File: src/rtl/cond_exec_unit_pkg.sv
// Shared NZCV bit positions and condition-code encodings.
// Also imported by the ALU, the decoder and the branch unit.
package cond_exec_unit_pkg;

  localparam int FLAG_N = 3;
  localparam int FLAG_Z = 2;
  localparam int FLAG_C = 1;
  localparam int FLAG_V = 0;

  typedef enum logic [3:0] {
    COND_EQ = 4'h0,
    COND_NE = 4'h1,
    COND_CS = 4'h2,
    COND_CC = 4'h3,
    COND_MI = 4'h4,
    COND_PL = 4'h5,
    COND_VS = 4'h6,
    COND_VC = 4'h7,
    COND_HI = 4'h8,
    COND_LS = 4'h9,
    COND_GE = 4'hA,
    COND_LT = 4'hB,
    COND_GT = 4'hC,
    COND_LE = 4'hD,
    COND_AL = 4'hE,
    COND_NV = 4'hF
  } cond_e;

endpackage

File: src/rtl/cond_exec_unit_cond_eval.sv
// Combinational condition check: Cond x NZCV -> pass.
// Kept free of state so the branch unit can reuse it.
module cond_eval
  import cond_exec_unit_pkg::*;
(
  input  logic [3:0] cond,
  input  logic [3:0] flags,
  output logic       pass
);

  logic n, z, c, v;

  assign n = flags[FLAG_N];
  assign z = flags[FLAG_Z];
  assign c = flags[FLAG_C];
  assign v = flags[FLAG_V];

  always_comb begin
    pass = 1'b0;
    case (cond_e'(cond))
      COND_EQ: pass = z;
      COND_NE: pass = !z;
      COND_CS: pass = c;
      COND_CC: pass = !c;
      COND_MI: pass = n;
      COND_PL: pass = !n;
      COND_VS: pass = v;
      COND_VC: pass = !v;
      COND_HI: pass = c && !z;
      COND_LS: pass = !c || z;
      COND_GE: pass = (n == v);
      COND_LT: pass = (n != v);
      COND_GT: pass = !z && (n == v);
      COND_LE: pass = z || (n != v);
      COND_AL: pass = 1'b1;
      COND_NV: pass = 1'b0;
      default: pass = 1'b0;
    endcase
  end

endmodule

File: src/rtl/cond_exec_unit.sv
// Conditional-execution stage between ALU and writeback: owns NZCV, commits or
// squashes each result, and counts squashes. One-deep valid/ready register.
module cond_exec_unit
  import cond_exec_unit_pkg::*;
#(
  parameter int DATA_W = 32,
  parameter int CNT_W  = 16
) (
  input  logic              Clk,
  input  logic              Reset,
  input  logic              In_Valid,
  output logic              In_Ready,
  input  logic [DATA_W-1:0] Result_In,
  input  logic [3:0]        Flags_In,
  input  logic [3:0]        Cond,
  input  logic              S,
  input  logic              Flush,
  output logic              Out_Valid,
  input  logic              Out_Ready,
  output logic [DATA_W-1:0] Out_Result,
  output logic              Out_WrEn,
  output logic [3:0]        Flags_Out,
  output logic [CNT_W-1:0]  Squash_Count
);

  logic accept;
  logic pass;

  // Cond always sees the committed flags; a preceding S=1 instruction has
  // already written them on its own accept edge, so no forwarding is needed.
  cond_eval u_cond_eval (
    .cond  (Cond),
    .flags (Flags_Out),
    .pass  (pass)
  );

  assign In_Ready = !Flush && (!Out_Valid || Out_Ready);
  assign accept   = In_Valid && In_Ready;

  always_ff @(posedge Clk) begin
    if (Reset) begin
      Out_Valid    <= 1'b0;
      Out_Result   <= '0;
      Out_WrEn     <= 1'b0;
      Flags_Out    <= '0;
      Squash_Count <= '0;
    end else if (Flush) begin
      Out_Valid <= 1'b0;
    end else if (accept) begin
      Out_Valid  <= 1'b1;
      Out_Result <= Result_In;
      Out_WrEn   <= pass;
      if (pass && S) begin
        Flags_Out <= Flags_In;
      end
      if (!pass && (Squash_Count != {CNT_W{1'b1}})) begin
        Squash_Count <= Squash_Count + 1'b1;
      end
    end else if (Out_Ready) begin
      Out_Valid <= 1'b0;
    end
  end

endmodule

File: config.mk
export PLATFORM = sky130hd
export DESIGN_NAME = cond_exec_unit
export DESIGN_NICKNAME = d
export VERILOG_FILES = /design/src/rtl/cond_exec_unit_pkg.sv /design/src/rtl/cond_exec_unit_cond_eval.sv /design/src/rtl/cond_exec_unit.sv
export SDC_FILE = /design/constraint.sdc
export NUM_CORES = 1
export LEC_CHECK = 0
export CAP_MARGIN = 0
export CORE_MARGIN = 4
export CORE_UTILIZATION = 38
export DETAILED_ROUTE_END_ITERATION = 7
export PLACE_DENSITY = 0.85
export SKIP_CTS_REPAIR_TIMING = 1
export SKIP_LAST_GASP = 1
export SLEW_MARGIN = 10
export SYNTH_ARGS = -nofsm -noshare
export SYNTH_HDL_FRONTEND = slang
export SYNTH_SLANG_ARGS = --single-unit
File: constraint.sdc
create_clock -name Clk -period 2 [get_ports Clk]
set_input_delay 0.2 -clock Clk [delete_from_list [all_inputs] [get_ports Clk]]
set_output_delay 0.2 -clock Clk [all_outputs]
set_load 0.03 [all_outputs]
==> results of run 1 <==
## how the worst max path moves through the flow
stage | end | slack [ns] | cells after the start
2_1_floorplan | Squash_Count[10] | -0.04 | 7
3_3_place_gp | Squash_Count[10] | -0.52 | 7
3_5_place_dp | Squash_Count[10] | -0.56 | 7
4_1_cts | Squash_Count[10] | -0.24 | 7
5_1_grt | Squash_Count[15] | -0.09 | 7
6_report | Squash_Count[13] | -0.03 | 6
## flip-flops by register name, indices dropped and copies added, names as in the netlist
name and count:
Flags_Out 4, Out_Result 32, Out_Valid 1, Out_WrEn 1
Squash_Count 16
## cell usage in the layout (no fill, tap or decap), types with 2 or more instances in the layout
cell / count
clkdlybuf4s50_1: 98
nand2_1: 73
dfxtp_1: 48
a21oi_1: 44
buf_4: 33
nand3_1: 11
nor2_1: 10
a21oi_2: 8
o31ai_1: 8
or4_4: 6
dfxtp_2: 5
or4_1: 5
clkbuf_8: 5
inv_1: 4
nor3_1: 4
nand2b_1: 4
nor2b_1: 3
and3_1: 3
o21ai_0: 3
o21a_4: 3
nand4_1: 3
nand2b_4: 2
xnor2_1: 2
nor3_2: 2
o31ai_2: 2
or3_4: 2
mux2_2: 2
clkbuf_1: 2
## kinds of logic after synthesis
family / count (synthesis)
AOI/OAI and AO/OA: 72
muxes: 3
adders and majority gates: 1
and+or+nand+nor: 136
buffers and inverters: 25
DFF: 54
xor gates and xnor gates: 3
## layer usage
metal	routed length (um)	track usage (%)
met5	0	0
met4	65	3.88
met3	627	6.44
met2	3590	29.9
met1	2740	18.7
## power by group through the flow
stage          logic [W]  registers [W]  clock network [W]
4_1_cts         0.000410        0.00113           0.000686
3_3_place_gp    0.000401        0.00115                  0
3_5_place_dp    0.000408        0.00115                  0
5_1_grt         0.000487        0.00113           0.000726
6_report        0.000455        0.00113           0.000668
2_1_floorplan   0.000121        0.00122                  0
## final cells by class
| cell class | instances | share of cell area, % |
|---|---|---|
| Timing Repair Buffer | 133 | 32.1 |
| Multi-Input combinational cell | 217 | 34.3 |
| Tap cell | 75 | 2.42 |
| Inverter | 4 | 0.387 |
| Clock buffer | 8 | 2.61 |
| Sequential cell | 54 | 28.1 |
## stage by stage
step / area, um2 / setup WS [ns] / TNS (ns)
2_1_floorplan: 2340 / -0.0350 / -0.0350
3_3_place_gp: 3560 / -0.516 / -7.84
3_5_place_dp: 3560 / -0.559 / -8.81
4_1_cts: 3670 / -0.240 / -3.11
5_1_grt: 3880 / -0.0901 / -0.662
6_report: 3880 / -0.0288 / -0.0623
==> summary.md, run 1 <==
| Metric | Value |
|---|---|
| Gpl congestion | 0.878 |
| Syn Nets | 341 |
| Vias | 2550 |
| Area Overhead vs Synth | 67.4% |
| Count of warnings emitted by yosys | 0 |
| Crit path max-delay family | simple AND/OR/NAND/NOR gates |
| Fmax | 493 MHz |
| Crit path buf inv count | 0 |
| P_sw | 0.000593 W |
| Commonest cells post-synth | 74 x nand2_1, 54 x dfxtp_1, 52 x a21oi_1, 17 x clkbuf_1, 13 x nand3_1 |
| # diodes | 0 |
| Reg2reg start | Flags_Out[0] |
| Combinational share of power | 20.2% |
| Netlist Area Pre-Place | 0.00232 mm2 |
| Req. time, crit path | 2.25 ns |
| Pins Over Slew Limit | 0 |
| DR vias/cell | 5.19 |
| Top cell type's share of synthesized area | roughly 47% |
| Path depth of the worst reg2reg path | 6 |
| Failing checks | setup timing |
| Initial DRC count | 111 |
| Synth area leader | dfxtp_1 |
| RR Endpoint | Squash_Count[13] |
| Outcome | finished with violations |
| Worst slew margin | 77.4% |
| Post-Synth XOR/XNOR Area | 1.13% |
| Power consumption | 0.00225 W |
| Final setup viols | 3 |
| Post-layout util | 65.5% |
| Antenna Nets Post-Route | 0 |
| Mux contribution to synthesized area | 1.94% |
| Worst-path maximum fanout | 7 |
| Worst skew pair latency | 0.31 ns |
| Reg2reg setup slack | -0.03 ns |
| Site Rows | 28 |
| GR Overflow Total | 0 |
| Main flop type after synthesis | dfxtp_1 |
| H-Tree Depth | 2 |
| Slowest stage delay, CP | about 0.52 ns |
| Multi-input logic area | 0.00133 mm2 |
| Reg clk slew, reported paths | around 0.10 ns |
| Main combinational cell family by area after synthesis | simple AND/OR/NAND/NOR gates |
| First-pass GRT wire length | 10200 um |
| Syn_area_per_cell | 7.88 um2 |
| Total track usage | 16.7% |
| Worst-margin pin slew | around 0.34 ns |
| Hold path cells | 2 |
| Total of max-cap violations | 0 |
| Post-Synth Simple-Gate Area | 27.5% |
| Die Y | around 86 um |
| Max IR drop VDD | approximately 0.0005 V |
| Top-count cell post-synth | nand2_1 |
| CP Cell Sequence | mux4_2, xnor2_2, nand2_2, o21a_4, or4_4, a21oi_2 |
| IO Count | 101 |
| Skew final | 0.0139 ns |
| Initial antenna violation count | 0 |
| Hold_ws | between 0.2 and 0.3 ns |
| Post-synthesis cell type count | 32 |
| Root Driver | clkbuf_8 |
| Sequential Area | about 0.0011 mm2 |
| Synth Area in Adders | less than 1% |
| Sink Count | 54 |
| Crit end category | register |
| Post-synth EDFFs | 0 |
| Per-cell routed wire length | 14.3 um |
| Static Leakage | 1.34 nW |
| Total CTS buffers | 5 |
| Power Internal | 0.00166 W |
| Layout Nets | 462 |
| Seq/Total Area, Yosys | 46.7% |
| Hold Startpoint | Reset |
| Post-synthesis compound-gate area fraction | 17.7% |
| Largest net degree at the start of global routing | 27 |
| DRC | 0 |
| Final worst path period share | 101% |
| DP Wirelength | between 4000 and 5000 um |
| Clock Power Share | between 20 and 30% |
| Critical Path Source Type | register |
| Die W | ~86 um |
| Post-route insts no fill | 491 |
| Power Dens Cells | 580 mW/mm2 |
| Layout cell share with drive strength beyond 1 | 20.2% |
| Clock tree buffer depth | 2 |
| Kind of critical path | register to register |
| Net Sw Frac | 26.4% |
| Total Die Area | 0.00741 mm2 |
| FILL cells | ~470 |
| CORE AREA | between 0.005 and 0.006 mm2 |
| Placed cells | ~480 |
| Pre-antenna DRT Iters | 4 |
| Hold Path End | Squash_Count[6] |
| Sequential Power Share | about half |
| Final-report hold violation count | 0 |
| Synth area leaders | dfxtp_1 47%, nand2_1 12%, a21oi_1 11% |
| Unrepaired setup endpoints after global routing | yes |
| Initial Util | approximately two fifths |
| Crit path from | Flags_Out[0] |
| Critical-path top delay cell | or4_4 |
| Vias in the first global route | 2360 |
| Final WS setup | -0.0288 ns |
| Post-Synthesis Cells | 294 |
| Min-Delay Path Class | input pin to register |
| CTS tree | yes |
| Drt total wl | 7020 um |
| Arr. time, crit path | 2.28 ns |
| Min cycle time layout | slightly above 2 ns |
| PortBufs | 100 |
| Ys async rst share | 0% |
| Synthesized flop and latch total | 54 |
Note: power is estimated with default switching activity, not from simulation.
==> run 2: changes to the inputs <==
- CAP_MARGIN: 0 -> default
- CORE_MARGIN: 4 -> 1.5
- RECOVER_POWER: default -> 25
==> run 2 against run 1 <==
Against the previous run: the flow still finishes with violations (setup timing); cell count shrank 0.41%; utilization shrank 1.8 points; via count rose by 1.2%; non-clock buffer count fell by 2; clock skew decreased by 0.0025 ns; combinational power shrank 3%; worst hold slack better by 0.091 ns; register-to-register slack got worse by 0.06 ns; sequential share of layout area up 0.78 points; worst setup slack lost 0.061 ns; die area shrank 11%; total power shrank 3.0%.
==> summary.md, run 2 (synthesis gave the netlist of run 1 again) <==
| Metric | Value |
|---|---|
| Outcome | finished with violations |
| Failing checks | setup timing |
| Pins Over Slew Limit | 0 (unchanged) |
| Static Leakage | 1.32 nW (-1.1%) |
| Site Rows | 28 (unchanged) |
| Pre-antenna DRT Iters | 4 (unchanged) |
| Per-cell routed wire length | 14.0 um (-2.0%) |
| Unrepaired setup endpoints after global routing | yes |
| Worst slack, placed | -0.561 ns (-0.00143 ns) |
| Drt total wl | 6860 um (-2.4%) |
| Setup Total Neg Slack | -0.713 ns (-0.650 ns) |
| First-pass GRT wire length | 10000 um (-1.2%) |
| Final-report hold violation count | 0 (unchanged) |
| Layout cell share with drive strength beyond 1 | 16.7% (-3.5 points) |
| Vias | 2580 (+1.2%) |
| Largest net degree at the start of global routing | 33 (+22%) |
| Final WS setup | -0.0894 ns (-0.0605 ns) |
| Biggest register | Out_Result |
| Die Y | 81.1 um (-5.8%) |
| Req. time, crit path | 2.24 ns (about the same) |
| DP Wirelength | 4540 um (-5.5%) |
| Combinational share of power | 20.2% (about the same) |
| Clock Power Share | 28.1% (-1.6 points) |
| Die W | 81.1 um (-5.8%) |
| Initial antenna violation count | 0 (unchanged) |
| DRC | 0 (unchanged) |
| Total CTS buffers | 5 (unchanged) |
| Worst-path maximum fanout | 6 (-1) |
| Final worst path period share | 104% (+3.0 points) |
| IO Count | 101 (unchanged) |
| Placed cells | 474 (-0.84%) |
| Worst-margin pin slew | 0.575 ns (+0.236 ns) |
| Largest regs | Out_Result (32), Squash_Count (16), Flags_Out (4) |
| DR vias/cell | 5.28 (+1.6%) |
| Initial Util | 39.1% (unchanged) |
| Post-route insts no fill | 489 (-0.41%) |
| Commonest non-fill, non-tap cell in the layout | clkdlybuf4s50_1 |
| Kind of critical path | register to register |
| Reg clk slew, reported paths | 0.10 ns (about the same) |
| Critical Path Source Type | register |
| Hold_ws | 0.356 ns (+0.0909 ns) |
| CORE AREA | 0.00592 mm2 (unchanged) |
| Sink Count | 54 (unchanged) |
| Skew final | 0.0114 ns (-0.00251 ns) |
| Reg2reg setup slack | -0.09 ns (-0.06 ns) |
| Max IR drop VDD | 0.000425 V (-15%) |
| P_sw | 0.000611 W (+2.9%) |
| Vias in the first global route | 2326 (-1.4%) |
| H-Tree Depth | 2 (unchanged) |
| Critical-path top delay cell | or4_1 |
| Root Driver | clkbuf_8 |
| CTS tree | yes |
| Slowest stage delay, CP | 0.50 ns (-0.02 ns) |
| CP Cell Sequence | mux4_2, xnor2_2, nand2_2, o21a_2, or4_1, a21oi_1 |
| Net Sw Frac | 28.0% (+1.6 points) |
| Clock tree buffer depth | 2 (unchanged) |
| # diodes | 0 (unchanged) |
| Worst skew pair latency | 0.30 ns (about the same) |
| Gpl congestion | 0.755 (-14%) |
| Final setup viols | 13 (+10) |
| Max reg flops | 32 (unchanged) |
| Power Dens Cells | 578 mW/mm2 (-0.30%) |
| Worst slew margin | 61.7% (-16 points) |
| Arr. time, crit path | 2.33 ns (+0.05 ns) |
| Min cycle time layout | 2.09 ns (+0.0605 ns) |
| Area Overhead vs Synth | 62.9% |
| Power Internal | 0.00157 W (-5.1%) |
| Fmax | 479 MHz (-2.9%) |
| Total track usage | 19.2% (+2.4 points) |
| Total of max-cap violations | 0 (unchanged) |
| Layout Nets | 460 (-0.43%) |
| PortBufs | 100 (unchanged) |
| Min-Delay Path Class | input pin to register |
| Most frequent cells in the layout | 96 x clkdlybuf4s50_1, 73 x nand2_1, 48 x dfxtp_1, 45 x a21oi_1, 27 x buf_4 |
| Initial DRC count | 124 (+12%) |
| Crit end category | register |
| Antenna Nets Post-Route | 0 (unchanged) |
| Total Die Area | 0.00658 mm2 (-11%) |
| Sequential Power Share | 51.7% (+1.6 points) |
| GR Overflow Total | 0 (unchanged) |
## run 2: changes by cell type in the layout (fill, tap and decap cells not counted), sizes merged
cell           delta
buf               -5
clkdlybuf4s50     -2
clkinv            +2
clkinvlp          +1
dlygate4sd3       +1
dlymetal6s2s      +1
## run 2: stage by stage
| step | utilization, % | instance area, um2 | total power, W |
|---|---|---|---|
| final | 63.8 | 3770 | 0.00218 |
| after floorplan | - | 2340 | 0.00134 |
| after CTS | 61.4 | 3640 | 0.00216 |
| after global placement | 59.9 | 3550 | 0.00155 |
| after global routing | 63.8 | 3770 | 0.00228 |
| after detailed placement | 59.9 | 3550 | 0.00156 |
## run 2: worst paths after layout
check,start,endpoint,depth (start not counted)
max,Flags_Out[0],Squash_Count[3],6
min,Reset,Squash_Count[5],2
max reg2reg,Flags_Out[0],Squash_Count[3],6
min reg2reg,Out_Result[23],Out_Result[23],2
## run 2: critical path, delay by kind of cell, from the launching register on
family / cells / cell delay, ns
flops: 1 / 0.36
xor+xnor: 1 / 0.18
mux: 1 / 0.49
compound gates: 2 / 0.37
simple gates: 2 / 0.64
## run 2: cell type report
type	count	area (um2)
fillers	508	2150
multi-input cells	217	1250
repair buffers	131	1240
flip-flops and latches	54	1090
well taps	75	93.8
clock buffers	5	68.8
clock inverters	3	21.3
inverters	4	15.0
## run 2: power groups by stage
stage / Combinational, W / Sequential [W] / Clock (W)
2_1_floorplan: 0.000121 / 0.00122 / 0
3_3_place_gp: 0.000395 / 0.00115 / 0
3_5_place_dp: 0.000403 / 0.00115 / 0
4_1_cts: 0.000405 / 0.00113 / 0.000626
5_1_grt: 0.000474 / 0.00113 / 0.000672
6_report: 0.000442 / 0.00113 / 0.000612
## run 2: metal layers
layer,global-route usage [%],routed length (um)
met3,6.52,558
met2,34.9,3490
met1,21.4,2700
met4,4.48,116
met5,0,0
==> run 3: changes to the inputs <==
- CORE_UTILIZATION: 38 -> 39
- CTS_BUF_LIST: default -> sky130_fd_sc_hd__clkbuf_4
- PLACE_DENSITY: 0.85 -> 0.87
==> run 3 against run 2 <==
Against the previous run: the run still ends with setup timing left; worst setup slack better by 0.016 ns; wire length is 3.6% higher; critical path depth did not move; cell count is 1.2% lower; fmax is 0.78% higher; sequential share of layout area about the same; sequential power barely moved; register-to-register slack improved by 0.02 ns; via count is 0.31% higher; non-clock buffer count is 4 lower; critical path type unchanged.
==> summary.md, run 3 (synthesis gave the netlist of run 1 again) <==
| Metric | Value |
|---|---|
| Req. time, crit path | 2.33 ns (+0.09 ns) |
| Final worst path period share | 104% (-0.81 points) |
| Crit end category | register |
| DR vias/cell | 5.36 (+1.6%) |
| CTS tree | yes |
| P_sw | 0.000611 W (+0.11%) |
| Crit path max-delay family | simple AND/OR/NAND/NOR gates |
| Commonest non-fill, non-tap cell in the layout | clkdlybuf4s50_1 |
| Placed cells | 471 (-0.63%) |
| DP Wirelength | 4700 um (+3.5%) |
| RR Endpoint | Squash_Count[2] |
| Layout cell share with drive strength beyond 1 | 19.2% (+2.6 points) |
| Arr. time, crit path | 2.40 ns (+0.07 ns) |
| Initial Util | 41.3% (+2.2 points) |
| Die Y | 80.1 um (-1.2%) |
| Hold path cells | 2 (unchanged) |
| Skew final | 0.0193 ns (+0.00791 ns) |
| Pre-antenna DRT Iters | 5 (+1) |
| Clock tree buffer depth | 2 (unchanged) |
| Min-Delay Path Class | input pin to register |
| Clock Power Share | 24.2% (-3.9 points) |
| IO Count | 101 (unchanged) |
| # diodes | 0 (unchanged) |
| Unrepaired setup endpoints after global routing | yes |
| Reg2reg start | Flags_Out[0] |
| Min cycle time layout | 2.07 ns (-0.0162 ns) |
| CP Cell Sequence | mux4_2, xnor2_2, nand2_2, o21a_4, or4_4, a21oi_2 |
| Outcome | finished with violations |
| Site Rows | 27 (-3.6%) |
| Largest net degree at the start of global routing | 30 (-9.1%) |
| Slowest stage delay, CP | 0.50 ns (about the same) |
| GRT met2 Usage | 36.4% (+1.5 points) |
| Vias in the first global route | 2461 (+5.8%) |
| Root Driver | clkbuf_4 |
| Worst slew margin | 60.1% (-1.6 points) |
| Total Die Area | 0.00641 mm2 (-2.5%) |
| Layout Nets | 457 (-0.65%) |
| Worst slack, placed | -0.576 ns (-0.0150 ns) |
| Hold Path End | Squash_Count[6] |
| Critical-path top delay cell | or4_4 |
| GR Layer Usage met1 | 23.0% (+1.6 points) |
| Failing checks | setup timing |
| Power Dens Cells | 550 mW/mm2 (-5.0%) |
| Drt total wl | 7100 um (+3.6%) |
| Crit path buf inv count | 0 (unchanged) |
| Die W | 80.1 um (-1.2%) |
| Most frequent cells in the layout | 99 x clkdlybuf4s50_1, 73 x nand2_1, 48 x dfxtp_1, 42 x a21oi_1, 23 x buf_4 |
| Initial DRC count | 118 (-4.8%) |
| H-Tree Depth | 2 (unchanged) |
| Total track usage | 20.2% (+1.1 points) |
| Power consumption | 0.00208 W (-4.9%) |
| Worst-margin pin slew | 0.599 ns (+0.0240 ns) |
| Pins Over Slew Limit | 0 (unchanged) |
| Sink Count | 54 (unchanged) |
| Final setup viols | 6 (-7) |
| Max reg flops | 32 (unchanged) |
| Combinational share of power | 21.4% (+1.2 points) |
| GR Util met3 | 5.23% (-1.3 points) |
| Power Internal | 0.00147 W (-6.8%) |
| Largest regs | Out_Result (32), Squash_Count (16), Flags_Out (4) |
| Total of max-cap violations | 0 (unchanged) |
| Busiest grt layer | met2 |
| Initial antenna violation count | 0 (unchanged) |
| First-pass GRT wire length | 10400 um (+3.2%) |
| Critical Path Source Type | register |
| Final WS setup | -0.0731 ns (+0.0162 ns) |
| DRC | 0 (unchanged) |
| Max IR drop VDD | 0.000376 V (-12%) |
| Path depth of the worst reg2reg path | 6 (unchanged) |
| Per-cell routed wire length | 14.7 um (+4.9%) |
| PortBufs | 100 (unchanged) |
| Area Overhead vs Synth | 63.0% (about the same) |
| GR Overflow Total | 0 (unchanged) |
| Reg2reg setup slack | -0.07 ns (+0.02 ns) |
| Worst skew pair latency | 0.38 ns (+0.08 ns) |
| Antenna Nets Post-Route | 0 (unchanged) |
| Kind of critical path | register to register |
| Static Leakage | 1.28 nW (-3.4%) |
| Fmax | 482 MHz (+0.78%) |
| Net Sw Frac | 29.4% (+1.5 points) |
| Gpl congestion | 0.814 (+7.8%) |
| Final-report hold violation count | 0 (unchanged) |
| Hold Startpoint | Reset |
| Reg clk slew, reported paths | 0.17 ns (+0.07 ns) |
| Vias | 2588 (+0.31%) |
| Total CTS buffers | 5 (unchanged) |
| Post-route insts no fill | 483 (-1.2%) |
| Worst-path maximum fanout | 6 (unchanged) |
| Biggest register | Out_Result |
| Sequential Power Share | 54.5% (+2.8 points) |
| CORE AREA | 0.00561 mm2 (-5.3%) |
[run 3: worst max path at each step]
stage / start / to / slack [ns] / depth (start not counted)
detailed placement: Cond[2] / Squash_Count[10] / -0.58 / 7
global route: Flags_Out[0] / Squash_Count[2] / -0.11 / 6
global placement: Cond[2] / Squash_Count[10] / -0.51 / 7
floorplan: Flags_Out[2] / Squash_Count[10] / -0.04 / 7
CTS: Flags_Out[0] / Squash_Count[7] / -0.17 / 6
finish: Flags_Out[0] / Squash_Count[2] / -0.07 / 6
[run 3: metal layers]
layer	up-vias	share of wire [%]
met5	-	0
met4	0	1.6
met3	12	8.5
met2	120	49
met1	1200	40
li1	1256	-
[run 3: final cells by class]
cell class	instances	area (um2)
clock inverters	3	21.3
multi-input cells	218	1320
well taps	72	90.1
fillers	474	1830
clock buffers	5	37.5
repair buffers	127	1200
flip-flops and latches	54	1090
inverters	4	15.0
[run 3: stage by stage]
step	area (um2)	hold WS, ns	setup TNS [ns]	utilization, %
global placement	3540	0.440	-7.80	63.2
detailed placement	3540	0.449	-9.18	63.2
global route	3780	0.328	-1.17	67.4
finish	3780	0.318	-0.246	67.4
floorplan	2340	0.279	-0.0350	-
CTS	3600	0.277	-1.97	64.2
[run 3: power groups by stage]
stage               combinational (W)  sequential (W)  clock (W)
floorplan                    0.000121         0.00122          0
global placement             0.000399         0.00115          0
detailed placement           0.000405         0.00115          0
CTS                          0.000407         0.00113   0.000520
global route                 0.000474         0.00114   0.000559
finish                       0.000444         0.00113   0.000502
